**src/rtl/mul_div_unit.sv**
```systemverilog
// Iterative radix-2 RV32M multiply/divide unit with ROB-tagged single-cycle result pulse.
// Define MUL_DIV_FAST_MUL_EN to replace the iterative multiply with a single-cycle multiplier.
module mul_div_unit #(
    parameter int XLEN      = 32,
    parameter int ROB_WIDTH = 6
) (
    input  logic                 clk_in,
    input  logic                 rst_in,
    input  logic                 rdy_in,
    input  logic                 flush,
    input  logic                 in_valid,
    output logic                 in_ready,
    input  logic [2:0]           in_op,
    input  logic [XLEN-1:0]      in_val1,
    input  logic [XLEN-1:0]      in_val2,
    input  logic [ROB_WIDTH-1:0] in_rob_index,
    output logic                 out_valid,
    output logic [XLEN-1:0]      out_res,
    output logic [ROB_WIDTH-1:0] out_rob_index
);

    localparam int CNT_W = $clog2(XLEN);
    localparam logic [XLEN-1:0] MOST_NEG = {1'b1, {(XLEN-1){1'b0}}};
    localparam logic [CNT_W-1:0] LAST_ITER = CNT_W'(XLEN - 1);

    typedef enum logic [1:0] {S_IDLE, S_MUL, S_DIV, S_DONE} state_t;

    state_t                 state, state_nxt;
    logic [CNT_W-1:0]       cnt;
    logic [2:0]             op_r;
    logic [ROB_WIDTH-1:0]   tag_r;
    logic                   sign1_r, sign2_r;
    logic [XLEN-1:0]        hi_r, lo_r, b_r;
    logic                   out_valid_r;
    logic [XLEN-1:0]        out_res_r;
    logic [ROB_WIDTH-1:0]   out_rob_r;

    logic                   accept, fire;
    logic [XLEN-1:0]        done_res;

    function automatic logic [XLEN-1:0] cond_neg_x(input logic [XLEN-1:0] v, input logic neg);
        return neg ? -v : v;
    endfunction

    function automatic logic [2*XLEN-1:0] cond_neg_2x(input logic [2*XLEN-1:0] v, input logic neg);
        return neg ? -v : v;
    endfunction

    // Operand conditioning at accept: magnitudes plus sign flags.
    logic            rs1_signed, rs2_signed, sg1, sg2;
    logic [XLEN-1:0] a_abs, b_abs;
    logic            div_zero, div_ovf, special;

    assign rs1_signed = (in_op == 3'd1) || (in_op == 3'd2) || (in_op == 3'd4) || (in_op == 3'd6);
    assign rs2_signed = (in_op == 3'd1) || (in_op == 3'd4) || (in_op == 3'd6);
    assign sg1        = rs1_signed & in_val1[XLEN-1];
    assign sg2        = rs2_signed & in_val2[XLEN-1];
    assign a_abs      = cond_neg_x(in_val1, sg1);
    assign b_abs      = cond_neg_x(in_val2, sg2);
    assign div_zero   = in_op[2] && (in_val2 == '0);
    assign div_ovf    = in_op[2] && !in_op[0] && (in_val1 == MOST_NEG) && (&in_val2);
    assign special    = div_zero || div_ovf;

`ifdef MUL_DIV_FAST_MUL_EN
    // Sign-extend to 2*XLEN so the low 2*XLEN bits of the product are exact for every variant.
    logic signed [2*XLEN-1:0] fm_a, fm_b, fm_prod;
    assign fm_a    = {{XLEN{rs1_signed & in_val1[XLEN-1]}}, in_val1};
    assign fm_b    = {{XLEN{rs2_signed & in_val2[XLEN-1]}}, in_val2};
    assign fm_prod = fm_a * fm_b;
`endif

    logic [XLEN:0] mul_sum, div_shift, div_diff;
    assign mul_sum   = {1'b0, hi_r} + (lo_r[0] ? {1'b0, b_r} : {(XLEN+1){1'b0}});
    assign div_shift = {hi_r, lo_r[XLEN-1]};
    assign div_diff  = div_shift - {1'b0, b_r};

    always_ff @(posedge clk_in or posedge rst_in) begin
        if (rst_in) begin
            state <= S_IDLE;
        end else begin
            state <= state_nxt;
        end
    end

    always_comb begin
        state_nxt = state;
        case (state)
            S_IDLE: begin
                if (accept) begin
                    if (special) begin
                        state_nxt = S_DONE;
                    end else if (in_op[2]) begin
                        state_nxt = S_DIV;
                    end else begin
`ifdef MUL_DIV_FAST_MUL_EN
                        state_nxt = S_DONE;
`else
                        state_nxt = S_MUL;
`endif
                    end
                end
            end
            S_MUL, S_DIV: if (cnt == LAST_ITER) state_nxt = S_DONE;
            S_DONE:       state_nxt = S_IDLE;
            default:      state_nxt = S_IDLE;
        endcase
        if (!rdy_in) state_nxt = state;
        if (flush)   state_nxt = S_IDLE;
    end

    always_comb begin
        logic [2*XLEN-1:0] full;
        in_ready = (state == S_IDLE) && !out_valid_r && !rst_in;
        accept   = rdy_in && in_valid && in_ready && !flush;
        fire     = (state == S_DONE) && rdy_in && !flush;
        full     = cond_neg_2x({hi_r, lo_r}, sign1_r ^ sign2_r);
        if (!op_r[2]) begin
            done_res = (op_r[1:0] == 2'd0) ? full[XLEN-1:0] : full[2*XLEN-1:XLEN];
        end else if (!op_r[1]) begin
            done_res = cond_neg_x(lo_r, sign1_r ^ sign2_r);
        end else begin
            done_res = cond_neg_x(hi_r, sign1_r);
        end
    end

    // Iteration datapath: hi/lo form the product register or the remainder/quotient pair.
    always_ff @(posedge clk_in or posedge rst_in) begin
        if (rst_in) begin
            cnt     <= '0;
            op_r    <= '0;
            tag_r   <= '0;
            sign1_r <= 1'b0;
            sign2_r <= 1'b0;
            hi_r    <= '0;
            lo_r    <= '0;
            b_r     <= '0;
        end else if (rdy_in && !flush) begin
            case (state)
                S_IDLE: begin
                    if (accept) begin
                        op_r  <= in_op;
                        tag_r <= in_rob_index;
                        cnt   <= '0;
                        b_r   <= b_abs;
                        if (special) begin
                            sign1_r <= 1'b0;
                            sign2_r <= 1'b0;
                            hi_r    <= div_zero ? in_val1 : '0;
                            lo_r    <= div_zero ? '1 : in_val1;
`ifdef MUL_DIV_FAST_MUL_EN
                        end else if (!in_op[2]) begin
                            sign1_r <= 1'b0;
                            sign2_r <= 1'b0;
                            hi_r    <= fm_prod[2*XLEN-1:XLEN];
                            lo_r    <= fm_prod[XLEN-1:0];
`endif
                        end else begin
                            sign1_r <= sg1;
                            sign2_r <= sg2;
                            hi_r    <= '0;
                            lo_r    <= a_abs;
                        end
                    end
                end
                S_MUL: begin
                    hi_r <= mul_sum[XLEN:1];
                    lo_r <= {mul_sum[0], lo_r[XLEN-1:1]};
                    cnt  <= cnt + CNT_W'(1);
                end
                S_DIV: begin
                    if (!div_diff[XLEN]) begin
                        hi_r <= div_diff[XLEN-1:0];
                        lo_r <= {lo_r[XLEN-2:0], 1'b1};
                    end else begin
                        hi_r <= div_shift[XLEN-1:0];
                        lo_r <= {lo_r[XLEN-2:0], 1'b0};
                    end
                    cnt <= cnt + CNT_W'(1);
                end
                default: ;
            endcase
        end
    end

    // Result pulse: cleared every edge so a stall can only delay it, never repeat it.
    always_ff @(posedge clk_in or posedge rst_in) begin
        if (rst_in) begin
            out_valid_r <= 1'b0;
            out_res_r   <= '0;
            out_rob_r   <= '0;
        end else begin
            out_valid_r <= fire;
            if (fire) begin
                out_res_r <= done_res;
                out_rob_r <= tag_r;
            end
        end
    end

    assign out_valid     = out_valid_r && !flush;
    assign out_res       = out_res_r;
    assign out_rob_index = out_rob_r;

endmodule

```
**config.mk**
```make
export PLATFORM = sky130hd
export DESIGN_NAME = mul_div_unit
export DESIGN_NICKNAME = d
export VERILOG_FILES = /design/src/rtl/mul_div_unit.sv
export SDC_FILE = /design/constraint.sdc
export NUM_CORES = 1
export LEC_CHECK = 0
export ABC_CLOCK_PERIOD_IN_PS = 5700
export CAP_MARGIN = 30
export CORE_MARGIN = 2
export CORE_UTILIZATION = 30
export CTS_CLUSTER_SIZE = 24
export DETAILED_ROUTE_END_ITERATION = 10
export PLACE_DENSITY = 0.51
export SETUP_SLACK_MARGIN = 0.02
export SLEW_MARGIN = 15
export SYNTH_ARGS = -nofsm -noshare
export SYNTH_HDL_FRONTEND = slang
export SYNTH_SLANG_ARGS = --single-unit
```
**constraint.sdc**
```tcl
create_clock -name clk_in -period 5.7 [get_ports clk_in]
set_input_delay 1.14 -clock clk_in [delete_from_list [all_inputs] [get_ports clk_in]]
set_output_delay 1.14 -clock clk_in [all_outputs]
set_load 0.05 [all_outputs]
```
==> impl_metrics.py <==
metrics = {
    "timing": {
        "fmax_mhz": 225.1,
        "setup_viol": 0,
        "tightestPinTransition_ps": 895.1,
        "hold_viol": 0,
        "slew_headroom_pct": 40.33,
        "fin_worst_skew_ps": 9.805,
        "rsz0062_at_grt": "no",
        "min_period_ps": 4442,
        "finalMaxSlewViolations": 0,
        "setup_ws_ps": 1258,
        "holdWs_ps": 468.1,
        "finalCritPeriodShare_pct": 77.92,
        "final.setup.tns_ps": 0,
    },
    "logic_synthesis": {
        "synth.area.top_cells": "dfrtp_1 26%, a21oi_1 7.1%, xnor2_1 7.1%",
        "synth_top_area_share_pct": 26.00,
        "ys_ff_latch": 153,
        "ys.flop_type": "dfrtp_1",
        "syn_area_mm2": 0.01472,
        "seq_area_frac_synth_pct": 26.00,
        "yosysWarnings": 0,
        "syn_inst": 1932,
        "synth_edf_count": 0,
        "synth_cell_types": 88,
        "synth_nets": 2087,
        "avgSynthCellArea_um2": 7.621,
        "yosys.area.top_type": "dfrtp_1",
        "synth-async-reset-ratio_pct": 100.0,
    },
    "layout": {
        "fin_util_pct": 35.30,
        "num-fill-cells": 5138,
        "area_growth_pct": 16.63,
        "final_layout_size_suffix_gt1_share_pct": 7.071,
        "nets": 2137,
    },
    "setup_path": {
        "critPathMaxStageDelay_ps": 600,
        "cpMostUsedCell": "nor3_1",
        "cp_cell_sequence": "clkdlybuf4s50_1 -> nor3_1 -> nand2_1 -> nor3_1 -> nand4_1 -> nor3_1 -> or2_2 -> mux2i_1 -> a22o_1 -> o21ai_0",
        "crit_path_end_kind": "flip-flop",
        "cp.arrival_ps": 4760,
        "crit_family": "simple AND/OR/NAND/NOR gates",
        "critPathLaunchType": "input pin",
        "r2r_start": "lo_r[31]",
        "r2r_end": "hi_r[12]",
        "cp_data_required_time_ps": 6010,
        "timing.reg2reg.setup_slack_ps": 1440,
        "critPathSlowestCell": "nor3_1",
        "reg2reg_depth": 15,
        "cp_max_fo": 27,
        "cp.depth": 10,
        "critPathKind": "input pin to flip-flop",
        "cp_num_buf_inv": 1,
    },
    "clock_network": {
        "cts_sinks": 153,
        "path_clk_slew_ps": 70,
        "cts_buffer_depth": 2,
        "numCtsBuffers": 17,
        "htree_levels": 4,
        "cts_tree": "yes",
        "clock_latency_ps": 460,
        "post_cts_buffers": 0,
        "hold_buffers": 0,
        "cts_root_buf": "clkbuf_16",
        "post_cts_resized": 0,
    },
    "hold_path": {
        "holdCritPathClass": "flip-flop to flip-flop",
        "worstHoldStart": "tag_r[3]",
        "min_to": "out_rob_index[3]",
        "worstHoldPathCells": 2,
    },
    "global_route": {
        "grt_max_degree": 92,
        "grtUsageTotal_pct": 22.26,
        "first_global_vias": 14090,
        "grt_antenna_before_repair": 1,
        "overflow": 0,
        "grt_pass1_wl_um": 86260,
    },
    "floorplan": {
        "core-area_mm2": 0.04865,
        "fp.dieH_um": 225.5,
        "die_area_mm2": 0.05087,
        "rows": 81,
        "io-pin-count": 118,
        "start_util_pct": 30.27,
        "die_x_um": 225.5,
    },
    "detailed_routing": {
        "drc": 0,
        "vias": 14810,
        "viasPerCell": 5.660,
        "drt-total-wl_um": 56730,
        "ant_nets": 0,
        "wl_per_cell_um": 21.68,
        "first_iter_violations": 1262,
        "dr.pass1.iters": 10,
    },
    "place": {
        "gp_congestion": 0.9395,
        "pre_cts_ws_ps": 818.6,
        "numPortBuffers": 117,
        "dp_hpwl_um": 43760,
    },
    "power": {
        "p_total_mw": 7.331,
        "cellLeakagePower_nw": 7.062,
        "power_density_mw_per_mm2": 426.9,
        "ir_drop_mv": 0.2241,
    },
    "run_status": {
        "status": "finished, final reports clean",
    },
    "job": {
        "maxCapViolations": 0,
    },
}
cells by family (layout without fill, tap and decap cells):
logic type / after synthesis / in the layout / share of synthesized area (%)
buffers and inverters: 213 / 275 / 5.991
other: 0 / 1 / 0
and+or+nand+nor: 624 / 624 / 20.03
xor gates and xnor gates: 190 / 190 / 11.30
AOI/OAI and AO/OA: 645 / 645 / 27.80
muxes: 30 / 30 / 2.235
DFF: 153 / 153 / 26.00
adders and majority gates: 77 / 77 / 6.645
power breakdown:
part           leakage, nW  switching, mW  internal (mW)
clock                0.289          0.494          0.729
sequential            1.95          0.465           1.33
combinational         4.82           2.60           1.72
total                 7.06           3.56           3.77
worst reg2reg max path, cell delays in order, from the launching register on:
cell	delay (ps)
dfrtp_1	460
inv_1	130
ha_1	260
fa_1	400
nand2b_1	180
a21oi_1	220
o22ai_1	200
o21a_1	310
o21ai_0	200
buf_4	170
a31oi_1	90
o211ai_1	290
buf_12	280
mux2_2	390
a221oi_1	460
nor3_1	90
layer usage:
metal	GRT usage (%)	vias up	share of wire, %
met5	0	-	0
li1	-	7104	-
met2	35.95	522	46
met1	30.27	7109	45
met3	2.751	77	5.2
met4	8.545	0	3.5
cells in the final DEF, fill, tap and decap left out, types with 28 or more instances in the layout:
cell type and instances:
nand2_1 218, a21oi_1 209, nor2_1 160, dfrtp_1 153
o21ai_0 142, xnor2_1 118, clkdlybuf4s50_1 117, inv_1 79
ha_1 73, xor2_1 70, nor3_1 65, buf_4 41
nand3_1 38, a22oi_1 36, a221oi_1 34, a21o_1 33
a31oi_1 31, o31ai_1 28
final cells by class:
type / instances / area [um^2] / share of cell area, %
flip-flops and latches: 153 / 3829 / 22.30
inverters: 81 / 309.0 / 1.800
clock inverters: 12 / 175.2 / 1.020
repair buffers: 163 / 1574 / 9.166
diodes: 1 / 2.502 / 0.01457
well taps: 622 / 778.2 / 4.532
multi-input cells: 1566 / 10070 / 58.65
clock buffers: 19 / 432.9 / 2.521
per-stage QoR:
step                area [um^2]  instances
floorplan                 14720       1932
global placement          16480       2580
detailed placement        16510       2581
CTS                       17120       2612
global route              17170       2616
finish                    17170       2617
cell usage after synthesis (7+ instances only):
library cell  instances
nand3_1              39
or4_1                 7
nor3_1               66
xor2_1               71
a211oi_1             10
nand2b_1             18
a221oi_1             34
nand4_1              22
o21bai_1             10
nand2_1             219
and2_1               12
a21o_1               33
a22oi_1              36
mux2i_1               7
dfrtp_1             153
mux2_2               23
o22ai_1               8
a31oi_1              31
or3_1                15
and3_1               10
nor2b_1              12
inv_1                80
o211ai_1             11
nor2_1              160
a222oi_1              8
xnor2_1             119
nor4_1               15
ha_1                 75
o21ai_0             142
a21oi_1             209
o41ai_1              10
o221ai_1             11
clkbuf_1            108
o31ai_1              28
worst max path at each step:
stage | from | to | slack, ps
4_1_cts | in_val1[25] | lo_r[1] | 1300
2_1_floorplan | rst_in | b_r[0] | 440
3_3_place_gp | in_val1[25] | lo_r[1] | 880
6_report | in_val1[25] | lo_r[1] | 1260
5_1_grt | in_val1[25] | lo_r[1] | 980
3_5_place_dp | in_val1[25] | lo_r[1] | 820
registers in the layout, summed over array words and instances (netlist names):
name and count:
b_r 32, hi_r 32, lo_r 32, out_res 32, out_rob_index 6, tag_r 6
cnt 5, op_r 3, state 2, out_valid_r 1, sign1_r 1, sign2_r 1
Note: power is estimated with default switching activity, not from simulation.
